--- config.mk ---
export PLATFORM = sky130hd
export DESIGN_NAME = div_restoring
export DESIGN_NICKNAME = d
export VERILOG_FILES = /design/src/rtl/div_restoring.sv
export SDC_FILE = /design/constraint.sdc
export NUM_CORES = 1
export LEC_CHECK = 0
export ABC_AREA = 1
export BUFFER_PORTS_ARGS = -buffer_cell sky130_fd_sc_hd__buf_4
export CAP_MARGIN = 20
export CELL_PAD_IN_SITES_DETAIL_PLACEMENT = 0
export CELL_PAD_IN_SITES_GLOBAL_PLACEMENT = 1
export CORE_ASPECT_RATIO = 2
export CORE_MARGIN = 3
export CORE_UTILIZATION = 44
export DETAILED_ROUTE_END_ITERATION = 8
export HOLD_SLACK_MARGIN = 0.05
export PLACE_DENSITY_LB_ADDON = 0.25
export SLEW_MARGIN = 20
export SYNTH_ARGS = -nofsm -noshare
export SYNTH_HDL_FRONTEND = slang
export SYNTH_SLANG_ARGS = --single-unit
--- constraint.sdc ---
create_clock -name clk -period 3.4 [get_ports clk]
set_input_delay 0.68 -clock clk [delete_from_list [all_inputs] [get_ports clk]]
set_output_delay 0.68 -clock clk [all_outputs]
set_load 0.05 [all_outputs]
--- src/rtl/div_restoring.sv ---
// div_restoring: iterative unsigned restoring divider, one quotient bit per clock.
// Start/done handshake; divide-by-zero returns all-ones quotient and the dividend as remainder.
module div_restoring #(
  parameter int WIDTH = 4
) (
  input  logic             clk,
  input  logic             rst_n,
  input  logic             start,
  input  logic [WIDTH-1:0] dividend,
  input  logic [WIDTH-1:0] divisor,
  output logic             busy,
  output logic             done,
  output logic [WIDTH-1:0] quotient,
  output logic [WIDTH-1:0] remainder,
  output logic             div_by_zero
);
  localparam int CW = $clog2(WIDTH + 1);
  typedef enum logic [1:0] {IDLE, CALC, DZERO, FIN} state_t;
  state_t           r_state, w_next;
  logic [WIDTH:0]   r_rem, w_t, w_rem;
  logic [WIDTH-1:0] r_q, r_d, w_q;
  logic [CW-1:0]    r_cnt;
  logic             w_ge, w_unused;
  // The partial remainder stays below the divisor, so its MSB is never consumed.
  assign w_unused = r_rem[WIDTH];
  assign w_t      = {r_rem[WIDTH-1:0], r_q[WIDTH-1]};
  assign w_ge     = w_t >= {1'b0, r_d};
  assign w_rem    = w_ge ? w_t - {1'b0, r_d} : w_t;
  assign w_q      = {r_q[WIDTH-2:0], w_ge};
  always_comb begin
    w_next = r_state == IDLE  ? (start ? (divisor == '0 ? DZERO : CALC) : IDLE) :
             r_state == CALC  ? (r_cnt == CW'(WIDTH - 1) ? FIN : CALC) :
             r_state == DZERO ? FIN : IDLE;
  end
  always_ff @(posedge clk or negedge rst_n) begin
    if (!rst_n) begin
      r_state     <= IDLE;
      r_rem       <= '0;
      r_q         <= '0;
      r_d         <= '0;
      r_cnt       <= '0;
      busy        <= 1'b0;
      done        <= 1'b0;
      quotient    <= '0;
      remainder   <= '0;
      div_by_zero <= 1'b0;
    end else begin
      r_state <= w_next;
      busy    <= w_next == CALC;
      done    <= w_next == FIN;
      if (r_state == IDLE && start) begin
        r_rem <= '0;
        r_q   <= dividend;
        r_d   <= divisor;
        r_cnt <= '0;
      end else if (r_state == CALC) begin
        r_rem <= w_rem;
        r_q   <= w_q;
        r_cnt <= r_cnt + CW'(1);
      end
      // Results capture the final step directly on the FIN entry edge.
      if (r_state == CALC && w_next == FIN) begin
        quotient    <= w_q;
        remainder   <= w_rem[WIDTH-1:0];
        div_by_zero <= 1'b0;
      end else if (r_state == DZERO) begin
        quotient    <= '1;
        remainder   <= r_q;
        div_by_zero <= 1'b1;
      end
    end
  end
endmodule

=== Word-level counts from Yosys, hierarchy flattened ===
Cells that the tools add are included.

* Register bits: 28
* Input bits: 11
* Output and inout bits: 11
* Logic and storage cells: 43

* Add/sub/neg operators: 2
* $lt $le $gt $ge: 1
* Eq/ne operators: 5
* Muxes and demuxes: 19
* Reduce and logical (&&, ||, !) cells: 6

{| class="wikitable"
|+ Operators with widths
! kind !! count
|-
| 2-to-1 mux 4 bit || 9
|-
| 2-to-1 mux 2 bit || 6
|-
| 2-to-1 mux 3 bit || 2
|-
| >= comparator 5 x 4 -> 1 bit || 1
|-
| == test 2 x 1 -> 1 bit, second input constant || 2
|-
| == test 2 bit, second input constant || 2
|-
| logical NOT 4 bit || 1
|-
| nonzero test 2 bit || 2
|-
| subtractor 4 bit || 1
|-
| adder 3 x 1 -> 3 bit, second input constant || 1
|-
| == test 3 x 2 -> 1 bit, second input constant || 1
|-
| logical AND 1 bit || 2
|-
| logical NOT 2 bit || 1
|-
| 2-to-1 mux 1 bit || 2
|}

=== Longest topological paths before layout ===
* Word-level depth: 7
* Gate-level depth with buffers: 12
* Mapped depth without buffers: 12

=== Worst setup path before layout ===
No wires, ideal clock.

* Path type: reg2reg
* Start point: register r_rem[1]
* End point: register remainder[0]
* Setup time: 0.118 ns
* Arrival: 1.458 ns
* Data required time: 3.282 ns
* Path slack: 1.825 ns
* Stages on the path, launching flop included: 10
* Path buffers: 0
* Cell sequence: dfrtp_1 ha_1 a21oi_1 nand2_1 nand2_1 nand2_1 nand2_1 nand3_1 nand2_1 nand2_1

* Longest elaborated chain between the ends: 3

{| class="wikitable"
|+ Ends and longest elaborated chain
! item !! RTL line !! source
|-
| start, declared || 20 || <nowiki>logic [WIDTH:0] r_rem, w_t, w_rem;</nowiki>
|-
| start signal, assigned || 57 || <nowiki>r_rem <= w_rem;</nowiki>
|-
| >= comparator 5 x 4 -> 1 bit || 27 || <nowiki>assign w_ge = w_t >= {1'b0, r_d};</nowiki>
|-
| 2-to-1 mux 4 bit || 28 || <nowiki>assign w_rem = w_ge ? w_t - {1'b0, r_d} : w_t;</nowiki>
|-
| 2-to-1 mux 4 bit || 62 || <nowiki>if (r_state == CALC && w_next == FIN) begin</nowiki>
|-
| end signal, assigned || 64 || <nowiki>remainder <= w_rem[WIDTH-1:0];</nowiki>
|-
| end signal, assigned || 68 || <nowiki>remainder <= r_q;</nowiki>
|-
| end, declared || 14 || <nowiki>output logic [WIDTH-1:0] remainder,</nowiki>
|}

No other way between the ends.
A chain may end at the register's enable or synchronous reset.

=== Worst setup path in the final report ===
* Start point: register r_rem[1]
* End point: register remainder[1]

Same word-level chain as after synthesis.

==> results.md <==
- Reg2reg setup slack: roughly 1.6 ns
- Post-synthesis register bit count: 28
- Skew-Pair Late Insertion Delay: ~0.27 ns
- Antenna Cells: 0
- Setup TNS: 0 ns
- Synth area leader: dfrtp_1
- Port-buffer cells: 21
- Most frequent cells after synthesis: nand2_1 (63), dfrtp_1 (28), inv_1 (25)
- Synthesized Nets: just under 200
- Die W: between 40 and 50 um
- Cell with the most instances after synthesis: nand2_1
- Worst clock skew: 0.006785 ns
- Ys async rst share: 100.0%
- Post-CTS Setup Bufs: 0
- IO Pins: 22
- Initial DRC Count: 28
- Post-synthesis sequential area ratio: about half
- Required time of the critical path: approximately 3.6 ns
- Placed cell areas: approximately 0.0016 mm2
- Drt pass-1 iters: 4
- Yosys top cell area share: 48.40%
- Logic gate share of total power: 57.0%
- Max Clk Rate: about 550 MHz
- Worst Hold Slack: ~0.31 ns
- Hold WC Path Type: input port to async pin
- Most common flop cell mapped by yosys: dfrtp_1
- Design area: roughly 0.0017 mm2
- Warnings, synthesis: 0
- Vias per cell: 5.116
- Starting Density: a little under half
- Detailed placement HPWL: ~2500 um
- R2R cell count: 9
- Critical Path Start Type: register
- Worst ir drop on vdd: around 0.0005 V
- Remaining Overflow, GRT: 0
- Largest net degree at the start of global routing: 29
- Relative slew slack: ~67%
- Power Total: ~1.9 mW
- Outcome: finished clean
- Max-Cap Viols: 0
- Period utilization: 53.86%
- Mapped Area: approximately 0.0014 mm2
- Final Setup Violations: 0
- Die Y: 87.12 um
- TritonCTS clock tree: yes
- Root Driver: clkbuf_8
- Synth Instances: 178
- CTS hold repair buffers: 0
- Worst Setup End Kind: register
- Post_cts resized: 0
- Vias in the first global route: around 1200
- Setup Crit Path Kind: register to register
- FF-to-FF Start: r_rem[1]
- CTS Buffer Depth: 2
- RSZ-0062 raised after global routing: false
- H-tree depth: 1
- Final net count: 224
- Core Area: approximately 0.0030 mm2
- Worst slew pin tran: 0.4860 ns
- CTS buffer count: 3
- Final Hold Viols: 0
- Via count: between 1000 and 1500
- Sw frac: 48.78%
- Top cells by area, synth: dfrtp_1 (48%), nand2_1 (16%), ha_1 (7.8%), inv_1 (6.5%), nand3_1 (4.1%)
- P_int: ~970 uW
- CP Max Fanout: 6
- CP arrival: around 2 ns
- DRC viols: 0
- Psw: 923.8 uW
- Share of cells above drive strength 1: approximately 16%
- Clk pwr share: 13.5%
- P_leak: around 0.9 nW
- Total GRT Usage: approximately 17%
- EDFF count, synth: 0
- Initial antenna violation count: 0
- Final core utilization: a little under three fifths
- Syn avg cell area: approximately 8.1 um2
- Register share of total power: approximately 30%
- Power Density: about 1100 mW/mm2
- First-pass GRT wire length: 4988 um
- P&R area growth vs syn: 18.15%
- Row count: 28
- Die ar.: around 0.004 mm2
- ANT nets after route: 0
- R2r endpoint: remainder[1]
- # clock sinks: 28
- Yosys cell types: 20
- Worst-path clk slew: approximately 0.09 ns
- DRT Wirelength: between 3000 and 4000 um
- GPL Wtd Cong: slightly above 0.8
- Post-DR wirelength/cell: around 13 um
- Pins over their slew limit: 0
- Minimum clock period after layout: 1.831 ns
-- registers in the layout (all words and copies together), names as in the netlist --
register and flops:
r_state 2, r_cnt 3, r_q 4, done 1, r_rem 4, busy 1, div_by_zero 1, remainder 4
quotient 4, r_d 4
-- metal layers --
layer  wire length [um]  GRT usage [%]
met1               1189          18.35
met2               1689          30.90
met3                106          1.449
met4                 65          6.477
met5                  0              0
-- critical path: stages, from the launching register on --
cell	delay [ns]
dfrtp_1	0.42
ha_1	0.34
a21oi_1	0.24
nand2_1	0.08
nand2_1	0.13
nand2_1	0.16
nand2_1	0.13
nand3_1	0.11
nand2_1	0.07
nand2_1	0.04
-- cell type report --
cell class                 count  area, um2
timing repair buffer          21      157.7
tap                           30      37.54
multi-input combinational    122      641.9
fill                         297       1338
sequential                    28      700.7
inverter                      27      101.3
clock inverter                 1      30.03
clock buffer                   3      41.29
-- layout by cell type (no fill, tap or decap), types with 2 or more instances in the layout --
cell and count:
a21oi_1 2, buf_4 21, clkbuf_8 3, dfrtp_1 28, ha_1 9, inv_1 25, inv_2 2, nand2_1 63
nand2_2 3, nand3_1 12, nor2_1 14, o211ai_1 4, o21ai_0 7
-- metrics by stage --
step	cells	setup WS, ns
after floorplan	178	1.825
after global placement	228	1.568
after detailed placement	228	1.533
after CTS	232	1.569
after global routing	232	1.361
final	232	1.569
-- worst max-delay path by stage --
stage	endpoint	cells past startpoint	slack [ns]	from
floorplan	remainder[0]	9	1.82	r_rem[1]
CTS	remainder[1]	9	1.57	r_rem[1]
finish	remainder[1]	9	1.57	r_rem[1]
detailed placement	remainder[1]	10	1.53	start
global route	remainder[0]	9	1.36	r_rem[1]
global placement	remainder[1]	10	1.57	start
-- cells by family (layout without fill, tap and decap cells) --
family	Yosys count	after routing	synth area share (%)
adders and majority gates	10	10	9.162
AOI/OAI and AO/OA	17	17	7.174
buffers and inverters	28	52	7.260
DFF	28	28	48.40
xor gates and xnor gates	1	1	0.6051
and+or+nand+nor	94	94	27.40
-- power by group through the flow --
stage | sequential [mW] | combinational [mW] | clock (mW)
floorplan | 0.764 | 0.600 | 0
global placement | 0.566 | 1.06 | 0
detailed placement | 0.570 | 1.09 | 0
CTS | 0.563 | 1.10 | 0.264
global route | 0.577 | 1.23 | 0.274
finish | 0.560 | 1.08 | 0.255
Note: power is estimated with default switching activity, not from simulation.
